===== src/rtl/axis_slice_chain.sv =====
// Chain of valid/ready register slices carrying one data stream; stage 0 adds INC_VAL to every beat.
// FULL_SLICE=1 builds skid stages with a flopped ready; FULL_SLICE=0 builds forward-only stages.
module axis_slice_chain #(
  parameter int unsigned DWIDTH     = 8,
  parameter int unsigned STAGES     = 2,
  parameter int unsigned INC_VAL    = 1,
  parameter bit          FULL_SLICE = 1'b1
) (
  input  logic                                aclk_i,
  input  logic                                areset_i,
  input  logic                                valid_i,
  output logic                                ready_o,
  input  logic [DWIDTH-1:0]                   data_i,
  output logic                                valid_o,
  input  logic                                ready_i,
  output logic [DWIDTH-1:0]                   data_o,
  output logic [$clog2(2*STAGES+1)-1:0]       level_o
);

  localparam int unsigned LW = $clog2(2*STAGES+1);

  logic              run_q;
  logic [STAGES-1:0] mv_q, mv_n, sv_q, sv_n;
  logic [DWIDTH-1:0] md_q [STAGES];
  logic [DWIDTH-1:0] md_n [STAGES];
  logic [DWIDTH-1:0] sd_q [STAGES];
  logic [DWIDTH-1:0] sd_n [STAGES];
  logic [LW-1:0]     level_q;

  // Link s feeds stage s; link STAGES is the chain output.
  logic [STAGES:0]   lv;
  logic [STAGES:0]   lr;
  logic [DWIDTH-1:0] ld [STAGES+1];
  logic              acc_c, dlv_c;

  assign lv = {mv_q, valid_i & run_q};

  always_comb begin
    ld[0] = DWIDTH'(data_i + DWIDTH'(INC_VAL));
    for (int s = 0; s < int'(STAGES); s++) begin
      ld[s+1] = md_q[s];
    end
  end

  // Stage readiness: skid stages use the flopped skid flag, forward stages look downstream.
  always_comb begin
    lr = '0;
    lr[STAGES] = ready_i;
    for (int s = int'(STAGES) - 1; s >= 0; s--) begin
      if (FULL_SLICE) lr[s] = ~sv_q[s];
      else            lr[s] = ~mv_q[s] | lr[s+1];
    end
  end

  // Next-state for every stage's main and skid registers.
  always_comb begin
    mv_n = mv_q;
    sv_n = sv_q;
    md_n = md_q;
    sd_n = sd_q;
    for (int s = 0; s < int'(STAGES); s++) begin
      if (FULL_SLICE) begin
        if (sv_q[s]) begin
          if (lr[s+1]) begin
            md_n[s] = sd_q[s];
            sv_n[s] = 1'b0;
          end
        end else if (lv[s]) begin
          if (mv_q[s] && !lr[s+1]) begin
            sv_n[s] = 1'b1;
            sd_n[s] = ld[s];
          end else begin
            mv_n[s] = 1'b1;
            md_n[s] = ld[s];
          end
        end else begin
          mv_n[s] = mv_q[s] & ~lr[s+1];
        end
      end else if (lr[s]) begin
        mv_n[s] = lv[s];
        if (lv[s]) md_n[s] = ld[s];
      end
    end
  end

  assign acc_c = valid_i & ready_o;
  assign dlv_c = valid_o & ready_i;

  always_ff @(posedge aclk_i) begin
    if (areset_i) begin
      run_q   <= 1'b0;
      mv_q    <= '0;
      sv_q    <= '0;
      level_q <= '0;
      for (int s = 0; s < int'(STAGES); s++) begin
        md_q[s] <= '0;
        sd_q[s] <= '0;
      end
    end else begin
      run_q <= 1'b1;
      mv_q  <= mv_n;
      sv_q  <= sv_n;
      md_q  <= md_n;
      sd_q  <= sd_n;
      case ({acc_c, dlv_c})
        2'b10:   level_q <= level_q + LW'(1);
        2'b01:   level_q <= level_q - LW'(1);
        default: level_q <= level_q;
      endcase
    end
  end

  // run_q holds ready low through reset, including for the combinational forward chain.
  assign ready_o = run_q & lr[0];
  assign valid_o = lv[STAGES];
  assign data_o  = ld[STAGES];
  assign level_o = level_q;

endmodule

===== config.mk =====
export PLATFORM = sky130hd
export DESIGN_NAME = axis_slice_chain
export DESIGN_NICKNAME = d
export VERILOG_FILES = /design/src/rtl/axis_slice_chain.sv
export SDC_FILE = /design/constraint.sdc
export NUM_CORES = 1
export LEC_CHECK = 0
export CORE_ASPECT_RATIO = 0.5
export CORE_UTILIZATION = 41
export CTS_CLUSTER_SIZE = 16
export DETAILED_ROUTE_END_ITERATION = 10
export PLACE_DENSITY = 0.62
export SYNTH_ARGS = -nofsm -noshare
export SYNTH_HDL_FRONTEND = slang
export SYNTH_SLANG_ARGS = --single-unit

===== constraint.sdc =====
create_clock -name aclk_i -period 1.9 [get_ports aclk_i]
set_clock_uncertainty 0.15 [all_clocks]
set_input_delay 0.285 -clock aclk_i [delete_from_list [all_inputs] [get_ports aclk_i]]
set_output_delay 0.285 -clock aclk_i [all_outputs]
set_load 0.01 [all_outputs]

Yosys cells after proc, flatten, opt, wreduce, memory -nomap -nowiden:

Index checks and enable logic that the tools add are counted.

* $add $sub $neg: 3
* eq/ne operators: 8
* multiplexer cells: 22
* bitwise gates (word level): 9
* reductions and logical operators: 12

Operators with widths (number)
* $mux W8: 8
* $mux W1: 13
* $ne A2 B2 Y1 const B: 6
* $reduce_and A3 Y1: 4
* $add A8 B1 Y8 const B: 1
* $and A1 B1 Y1: 6
* $pmux W3 S2: 1
* $reduce_bool A2 Y1: 3
* $reduce_and A2 Y1: 2
* $add A3 B1 Y3 const B: 1
* $not A1 Y1: 3
* $sub A3 B1 Y3 const B: 1
* $eq A2 B1 Y1 const B: 1
* $eq A2 B2 Y1 const B: 1
* $logic_and A1 B1 Y1: 2
* $logic_not A1 Y1: 1

* flip-flop bits (word level): 40
* input port bits: 12
* output and inout port bits: 13
* word-level logic and storage cells: 63

Depth between registers and ports, before layout:

Gate-level depths: netlist of run 1.

* word-level depth: 5
* gate-level depth with buffers: 7
* depth with buffers taken out: 7

Worst setup path before layout of run 1:

OpenSTA, ideal clock, no wires.

* path type: register -> register
* start: register sv_q[0]
* end: register level_q[2], in the netlist level_o[2]
* setup time: 70 ps
* data arrival time: 1822 ps
* data required time: 1680 ps
* path slack: -142 ps
* cell stages (with the launch flop): 8
* path buffers: 0
* period minus slack after synthesis: 2042 ps
* cell sequence: dfxtp_1 > nor2b_1 > nand2_1 > ha_1 > fa_1 > xnor2_1 > or3_1 > a21oi_1

* longest elaborated chain between the ends: 5
* elaborated cells on any way between the ends: 7
* classes of those cells: 2 x eq/ne; 1 x mux; 3 x bitwise; 1 x reduce/logical

RTL lines
* from (decl): line 23 `logic [STAGES-1:0] mv_q, mv_n, sv_q, sv_n;`
* from (signal assigned): line 102 `sv_q <= sv_n;`
* $not A1 Y1 (no line) (*)
* $and A1 B1 Y1 (*): line 114 `assign ready_o = run_q & lr[0];`
* via ready_o: line 12 `output logic ready_o,`
* $and A1 B1 Y1 (*): line 86 `assign acc_c = valid_i & ready_o;`
* $eq A2 B1 Y1 or $eq A2 B2 Y1 (tied branches): line 105 `case ({acc_c, dlv_c})`
* $pmux W3 S2 or $reduce_bool A2 Y1 (tied branches)
* to (signal assigned): line 106 `2'b10: level_q <= level_q + LW'(1);`
* to (signal assigned): line 107 `2'b01: level_q <= level_q - LW'(1);`
* to (signal assigned): line 108 `default: level_q <= level_q;`
* to (decl): line 28 `logic [LW-1:0] level_q;`

The timed path passes the listed nets; every way through them passes the cells marked *.
A chain may end at the register's enable or synchronous reset.

Final worst setup path of run 1:

* start: register run_q
* end: register level_q[2], in the netlist level_o[2]

* longest elaborated chain between the ends: 4
* elaborated cells on any way between the ends: 6
* classes of those cells: 2 x eq/ne; 1 x mux; 2 x bitwise; 1 x reduce/logical

RTL lines
* from (decl): line 22 `logic run_q;`
* from (signal assigned): line 91 `run_q <= 1'b0;`
* from (signal assigned): line 100 `run_q <= 1'b1;`
* $and A1 B1 Y1 (*): line 114
* $and A1 B1 Y1 (*): line 86
* $eq A2 B1 Y1 or $eq A2 B2 Y1 (tied branches): line 105
* $pmux W3 S2 or $reduce_bool A2 Y1 (tied branches)

Mark *: on every way between the ends. The rest lies on a longest branch, timed or not.

==> results by group, run 1 <==
Outcome
  – Status: finished with violations
  – Violated checks: negative setup slack

Floorplanning
  – Core area: 0.004124 mm2
  – Die area: 0.004815 mm2
  – Die height: 49.57 um
  – Ports: 25
  – Initial Utilization: 44.99%
  – Die W: 97.14 um
  – Std-Cell Rows: 16

Timing
  – Slew Limit Headroom: 72.94%
  – Final Hold Fails: 0
  – Max-slew violations: 0
  – Worst-Margin Slew: 0.3956 ns
  – RSZ-0062 raised after global routing: yes
  – Tmin final: 1.945 ns
  – Setup ws final: -0.04524 ns
  – Final period util: 102.4%
  – Final count of negative-setup-slack endpoints: 1
  – Fmax: 0.5141 GHz
  – Final Hold Slack: 0.3001 ns

Clocking
  – Num Clock Sinks: 40
  – CTS buffer count: 5
  – Clk Latency, worst-skew pair: 0.29 ns
  – # hold bufs at CTS: 0
  – CTS tree: built
  – CTS max path bufs: 2
  – Root Driver: clkbuf_8
  – Clock transition at path regs: 0.08 ns
  – CTS H-tree lvls: 2

Yosys
  – Sequential area share after synthesis: 43.16%
  – Mapped Avg Cell Area: 8.878 um2
  – Post-synth ARST share: 0%
  – #FFs+latches synth: 40
  – Prevailing post-synth register cell: dfxtp_1
  – Post-synthesis cell count: 209
  – Post-synth EDFFs: 0
  – Mapped Area: 0.001856 mm2
  – Synth unique cells: 39
  – Syn nets: 224
  – Yosys warnings: 0

Layout
  – Design area: 0.002360 mm2
  – P&R area growth vs syn: 27.17%
  – Antenna cells: 0
  – Fin cells: 299
  – Register Area: 802.0 um2
  – Commonest non-fill, non-tap cells in the layout: 39 x dfxtp_1, 25 x nand2_1, 24 x buf_4
  – Commonest non-fill, non-tap cell in the layout: dfxtp_1
  – Fillers: 382
  – Share of layout cells above drive strength 1: 19.59%
  – Footprint of the multi-input gates: 938.4 um2
  – Nets: 259

Worst setup path
  – Critical path arrival: 2.02 ns
  – Worst-path maximum fanout: 2
  – Crit path kind: reg -> reg
  – Critical path required time: 1.97 ns
  – Critical Path End Type: register
  – End of the worst register-to-register path: level_o[2]
  – Reg-to-reg setup timing slack: -0.05 ns
  – R2R cell count: 7
  – CP Launch Type: register
  – Reg2reg start: run_q

Placed design
  – PortBufs: 24
  – HPWL Detailed: 2550 um
  – Gp weighted congestion: 0.7387
  – Cell count after placement: 291
  – DP Area: 0.002215 mm2

Power
  – LEAKAGE: 0.8478 nW
  – Worst VDD drop: 0.3268 mV
  – Pwr Density: 759.6 mW/mm2

Global routing
  – Initial antenna violation count: 0
  – First-pass GRT wire length: 6223 um
  – Vias in the first global route: 1,338
  – Largest net degree at the start of global routing: 23
  – Tot GR Track Use: 16.56%
  – Global route overflow: 0

Flow run
  – Max Cap Viol: 0

Detailed routing
  – DR vias/cell: 5.037
  – DRT Pass-1 Iters: 4
  – Drt first-iter violations: 17
  – DR WL/cell: 12.16 um
  – Post-DRT Antenna Nets: 0
  – Wire length after detailed routing: 3636 um
  – Post-route DRC: 0
  – Total number of vias: 1,506

Worst hold path
  – WHS Path Cells: 5
  – Worst hold start: ready_i
  – HP Class: in -> reg
  – Min-Delay Endpoint: sv_q[1]
## metal layers
layer,part of all wire (%),global-route usage (%),up-vias
met5,0,0,-
met4,1.8,7.463,0
met3,4.0,4.397,7
met2,40,23.94,27
met1,54,23.08,681
li1,-,-,791
## cell families (layout without fill, tap and decap cells)
kind of cell             Yosys count  count (layout)  synth area share (%)
multiplexers                      11              11                 5.934
AND/OR/NAND/NOR                   72              72                 18.34
XOR/XNOR                           6               6                 2.833
flip-flops                        40              40                 43.16
adder cells (fa/ha/maj)            3               3                 2.427
AO/OA/AOI/OAI                     52              52                 18.95
buffers and inverters             25              61                 8.360
## cells in the mapped netlist, types with 4 or more instances
| master | n | area, um2 |
|---|---|---|
| nor2_1 | 23 | 86.33 |
| buf_4 | 9 | 67.56 |
| dfxtp_1 | 40 | 800.8 |
| nand2_1 | 26 | 97.59 |
| inv_1 | 4 | 15.01 |
| mux2i_1 | 11 | 110.1 |
| buf_2 | 4 | 20.02 |
| nand3_1 | 5 | 25.02 |
| a21oi_1 | 20 | 100.1 |
| clkbuf_1 | 4 | 15.01 |
| a211oi_1 | 13 | 97.59 |
| o21ai_0 | 8 | 40.04 |
## critical path, cell delays in order (launching register included)
cell and delay (ns):
dfxtp_2 0.33, nor2b_4 0.14, nand2_2 0.08, ha_4 0.18, fa_2 0.38, xnor2_2 0.15, or3_1 0.32, a21oi_2 0.15
## power breakdown
group / total, W / switching [W] / internal (W)
clock network: 0.000698 / 0.000309 / 0.000389
registers: 0.000884 / 0.0000197 / 0.000864
logic: 0.000211 / 0.0000941 / 0.000117
## final cells by class
class / instances / share of cell area, %
clock inverter: 3 / 1.803
timing repair buffer: 48 / 17.87
clock buffer: 5 / 2.916
tap: 54 / 2.863
sequential: 40 / 33.99
multi-input combinational: 144 / 39.77
inverter: 5 / 0.7953
## flip-flops by register name (all words and copies together), names as in the netlist
name     flops
sd_q        16
ld           8
mv_q         2
run_q        1
data_o       8
sv_q         2
level_o      3
## how the worst max path moves through the flow
stage	end	cells after the start	startpoint	slack (ns)
floorplan	level_o[2]	7	sv_q[0]	0.001
global placement	level_o[2]	7	valid_i	-0.26
detailed placement	level_o[2]	7	valid_i	-0.32
CTS	level_o[2]	7	ready_i	-0.04
global route	level_o[2]	7	run_q	-0.09
finish	level_o[2]	7	run_q	-0.05
## what timing repair did
action / 4_1_cts / 5_1_grt
resized for setup: 5 / 4
pin swaps: 0 / 3
setup endpoints to repair: 1 / 1
buffers inserted: 0 / 0
## metrics by stage
| stage | setup slack (ns) | TNS, ns | utilization (%) | total power, W |
|---|---|---|---|---|
| 2_1_floorplan | 0.001096 | 0 | - | 0.001016 |
| 3_3_place_gp | -0.2593 | -0.6959 | 53.70 | 0.001106 |
| 3_5_place_dp | -0.3168 | -0.7747 | 53.70 | 0.001109 |
| 4_1_cts | -0.03625 | -0.03625 | 56.67 | 0.001801 |
| 5_1_grt | -0.08966 | -0.08966 | 57.22 | 0.001862 |
| 6_report | -0.04524 | -0.04524 | 57.22 | 0.001792 |
No activity file was read; power rests on OpenSTA's default activity.
==> run 2, diff against run 1 <==
--- a/config.mk
+++ b/config.mk
@@ -6,10 +6,10 @@
 export NUM_CORES = 1
 export LEC_CHECK = 0
 export CORE_ASPECT_RATIO = 0.5
-export CORE_UTILIZATION = 41
+export CORE_UTILIZATION = 30
 export CTS_CLUSTER_SIZE = 16
 export DETAILED_ROUTE_END_ITERATION = 10
-export PLACE_DENSITY = 0.62
+export PLACE_DENSITY = 0.48
 export SYNTH_ARGS = -nofsm -noshare
 export SYNTH_HDL_FRONTEND = slang
 export SYNTH_SLANG_ARGS = --single-unit
==> run 2 against run 1 <==
The flow now finishes without violations. Cell count grew 6.4%. Sequential share of layout area decreased by 1.1 points. Via count barely moved. Worst setup slack improved by 0.087 ns. Critical path depth unchanged. Power up 14%. Die area increased by 35%. Design area grew 3.1%. First-iteration DRC count rose to 3.0 times the previous value. Maximum frequency is 4.7% higher. Global-route usage is 3.5 points lower. Highest routed layer unchanged.
==> results by group, run 2 (synthesis results as in run 1) <==
Timing
  – Worst-Margin Slew: 0.3557 ns (was 0.3956 ns)
  – Max-slew violations: 0 (unchanged)
  – Slew Limit Headroom: 75.68% (was 72.94%)
  – Final Hold Fails: 0 (unchanged)
  – Final count of negative-setup-slack endpoints: 0 (was 1)
  – Final period util: 97.80% (was 102.4%)
  – Tmin final: 1.858 ns (was 1.945 ns)
  – RSZ-0062 raised after global routing: yes (unchanged)
  – Fmax: 0.5382 GHz (was 0.5141 GHz)

Clocking
  – CTS tree: built (unchanged)
  – Root Driver: clkbuf_16 (was clkbuf_8)
  – CTS buffer count: 5 (unchanged)
  – Post-CTS setup buffers: 0 (unchanged)
  – CTS H-tree lvls: 2 (unchanged)
  – Num Clock Sinks: 40 (unchanged)
  – Clk Latency, worst-skew pair: 0.28 ns (was 0.29 ns)
  – CTS max path bufs: 2 (unchanged)
  – Clock transition at path regs: 0.06 ns (was 0.08 ns)

Floorplanning
  – Ports: 25 (unchanged)
  – Die area: 0.006523 mm2 (was 0.004815 mm2)
  – Core area: 0.005705 mm2 (was 0.004124 mm2)
  – Die height: 57.61 um (was 49.57 um)
  – Initial Utilization: 32.52% (was 44.99%)
  – Std-Cell Rows: 19 (was 16)
  – Die W: 113.2 um (was 97.14 um)

Detailed routing
  – Metal2 WL: 1417 um (was 1461 um)
  – Top sig layer: met4 (unchanged)
  – Post-DRT Antenna Nets: 0 (unchanged)
  – Drt first-iter violations: 51 (was 17)
  – Wire length after detailed routing: 3842 um (was 3636 um)
  – M1 WL: 2178 um (was 1961 um)
  – Routed wl met3: 215 um (was 146 um)
  – Total number of vias: 1,507 (was 1,506)
  – DR vias/cell: 4.739 (was 5.037)
  – DRT Pass-1 Iters: 4 (unchanged)
  – Post-route DRC: 0 (unchanged)
  – DR WL/cell: 12.08 um (was 12.16 um)

Layout
  – Nets: 259 (unchanged)
  – Footprint of the multi-input gates: 930.9 um2 (was 938.4 um2)
  – Commonest non-fill, non-tap cell in the layout: dfxtp_1 (unchanged)
  – Design area: 0.002432 mm2 (was 0.002360 mm2)
  – Commonest non-fill, non-tap cells in the layout: 40 x dfxtp_1, 25 x nand2_1, 24 x buf_4 (was 39 x dfxtp_1, 25 x nand2_1, 24 x buf_4)
  – Largest Register: sd_q (unchanged)
  – Max reg flops: 16 (unchanged)
  – P&R area growth vs syn: 31.09% (was 27.17%)
  – Register Area: 800.8 um2 (was 802.0 um2)
  – Fin cells: 318 (was 299)
  – Share of layout cells above drive strength 1: 18.78% (was 19.59%)
  – Fillers: 599 (was 382)
  – Antenna cells: 0 (unchanged)

Placed design
  – PortBufs: 24 (unchanged)
  – Gp weighted congestion: 0.7285 (was 0.7387)
  – DP Area: 0.002238 mm2 (was 0.002215 mm2)
  – HPWL Detailed: 2794 um (was 2550 um)
  – Cell count after placement: 310 (was 291)

Power
  – Pwr Density: 843.7 mW/mm2 (was 759.6 mW/mm2)
  – Worst VDD drop: 0.4040 mV (was 0.3268 mV)
  – LEAKAGE: 0.8731 nW (was 0.8478 nW)

Global routing
  – First-pass GRT wire length: 6596 um (was 6223 um)
  – Initial antenna violation count: 0 (unchanged)
  – Largest net degree at the start of global routing: 22 (was 23)
  – Tot GR Track Use: 13.04% (was 16.56%)
  – Vias in the first global route: 1,409 (was 1,338)
  – Global route overflow: 0 (unchanged)

Worst setup path
  – Slowest stage cell, crit path: clkdlybuf4s50_1 (was fa_2)
  – CP max stage delay: 0.41 ns (was 0.38 ns)
  – Critical path required time: 1.97 ns (about the same)
  – Crit path kind: in -> reg (was reg -> reg)
  – Critical path arrival: 1.93 ns (was 2.02 ns)
  – Worst-path maximum fanout: 2 (unchanged)
  – Worst Path Buf+Inv: 1 (was 0)
  – Largest delay share family, worst path: simple AND/OR/NAND/NOR gates (was adder cells)
  – Critical Path End Type: register (unchanged)
  – Crit-path cells: clkdlybuf4s50_1 > and2_4 > ha_4 > fa_2 > xnor2_1 > or3_1 > a21oi_2 (was nor2b_4 > nand2_2 > ha_4 > fa_2 > xnor2_2 > or3_1 > a21oi_2)
  – CP Launch Type: input port (was register)

Worst hold path
  – HP Class: in -> reg (unchanged)

Flow run
  – Max Cap Viol: 0 (unchanged)

Outcome
  – Status: completed (was finished with violations)
## run 2: layout make-up
class | count | area share (%)
clock buffers | 5 | 5.144
clock inverters | 3 | 1.749
inverters | 5 | 0.7716
multi-input cells | 144 | 38.27
flip-flops and latches | 40 | 32.92
well taps | 73 | 3.755
repair buffers | 48 | 17.39
## run 2: path summary, 6_finish.rpt
kind / from / end / slack, ns / cells after the start
setup / recovery: ready_i / level_o[2] / 0.04 / 7
hold reg to reg: sd_q[3] / sd_q[3] / 0.30 / 2
setup reg to reg: run_q / level_o[2] / 0.07 / 7
hold / removal: valid_i / mv_q[0] / 0.28 / 4
## run 2: where the power goes
part	total (W)	internal, W	switching [W]
Combinational	0.000210	0.000116	0.0000943
Sequential	0.000886	0.000865	0.0000210
Clock	0.000956	0.000617	0.000340
Total	0.00205	0.00160	0.000455
## run 2: per-layer routing
layer  vias to the layer above  track usage (%)
li1                        797                -
met3                         4            3.766
met5                         -                0
met1                       666            18.93
met4                         0            3.947
met2                        40            18.67
## run 2: worst register-to-register path: stages (launching register included)
cell,delay [ns]
dfxtp_1,0.33
nor2b_4,0.15
nand2_2,0.08
ha_4,0.17
fa_2,0.33
xnor2_1,0.13
or3_1,0.32
a21oi_2,0.12
## run 2: timing repair
action / in CTS / in global routing
cloned: 0 / 0
resized for setup: 0 / 6
hold buffers: 0 / 0
endpoints found under the setup margin: 1 / 1
hold endpoints to repair: 0 / 0
pin swaps: 2 / 0
## run 2: stage by stage
step	TNS (ns)	util, %	setup slack [ns]	hold WS, ns	power, W
6_report	0	42.63	0.04184	0.2849	0.002052
4_1_cts	0	42.17	0.005534	0.3046	0.002062
2_1_floorplan	0	-	0.001096	0.2306	0.001016
5_1_grt	-0.03770	42.63	-0.03770	0.3100	0.002139
3_5_place_dp	-0.9960	39.23	-0.2991	0.2977	0.001113
3_3_place_gp	-0.9648	39.23	-0.2651	0.2908	0.001111
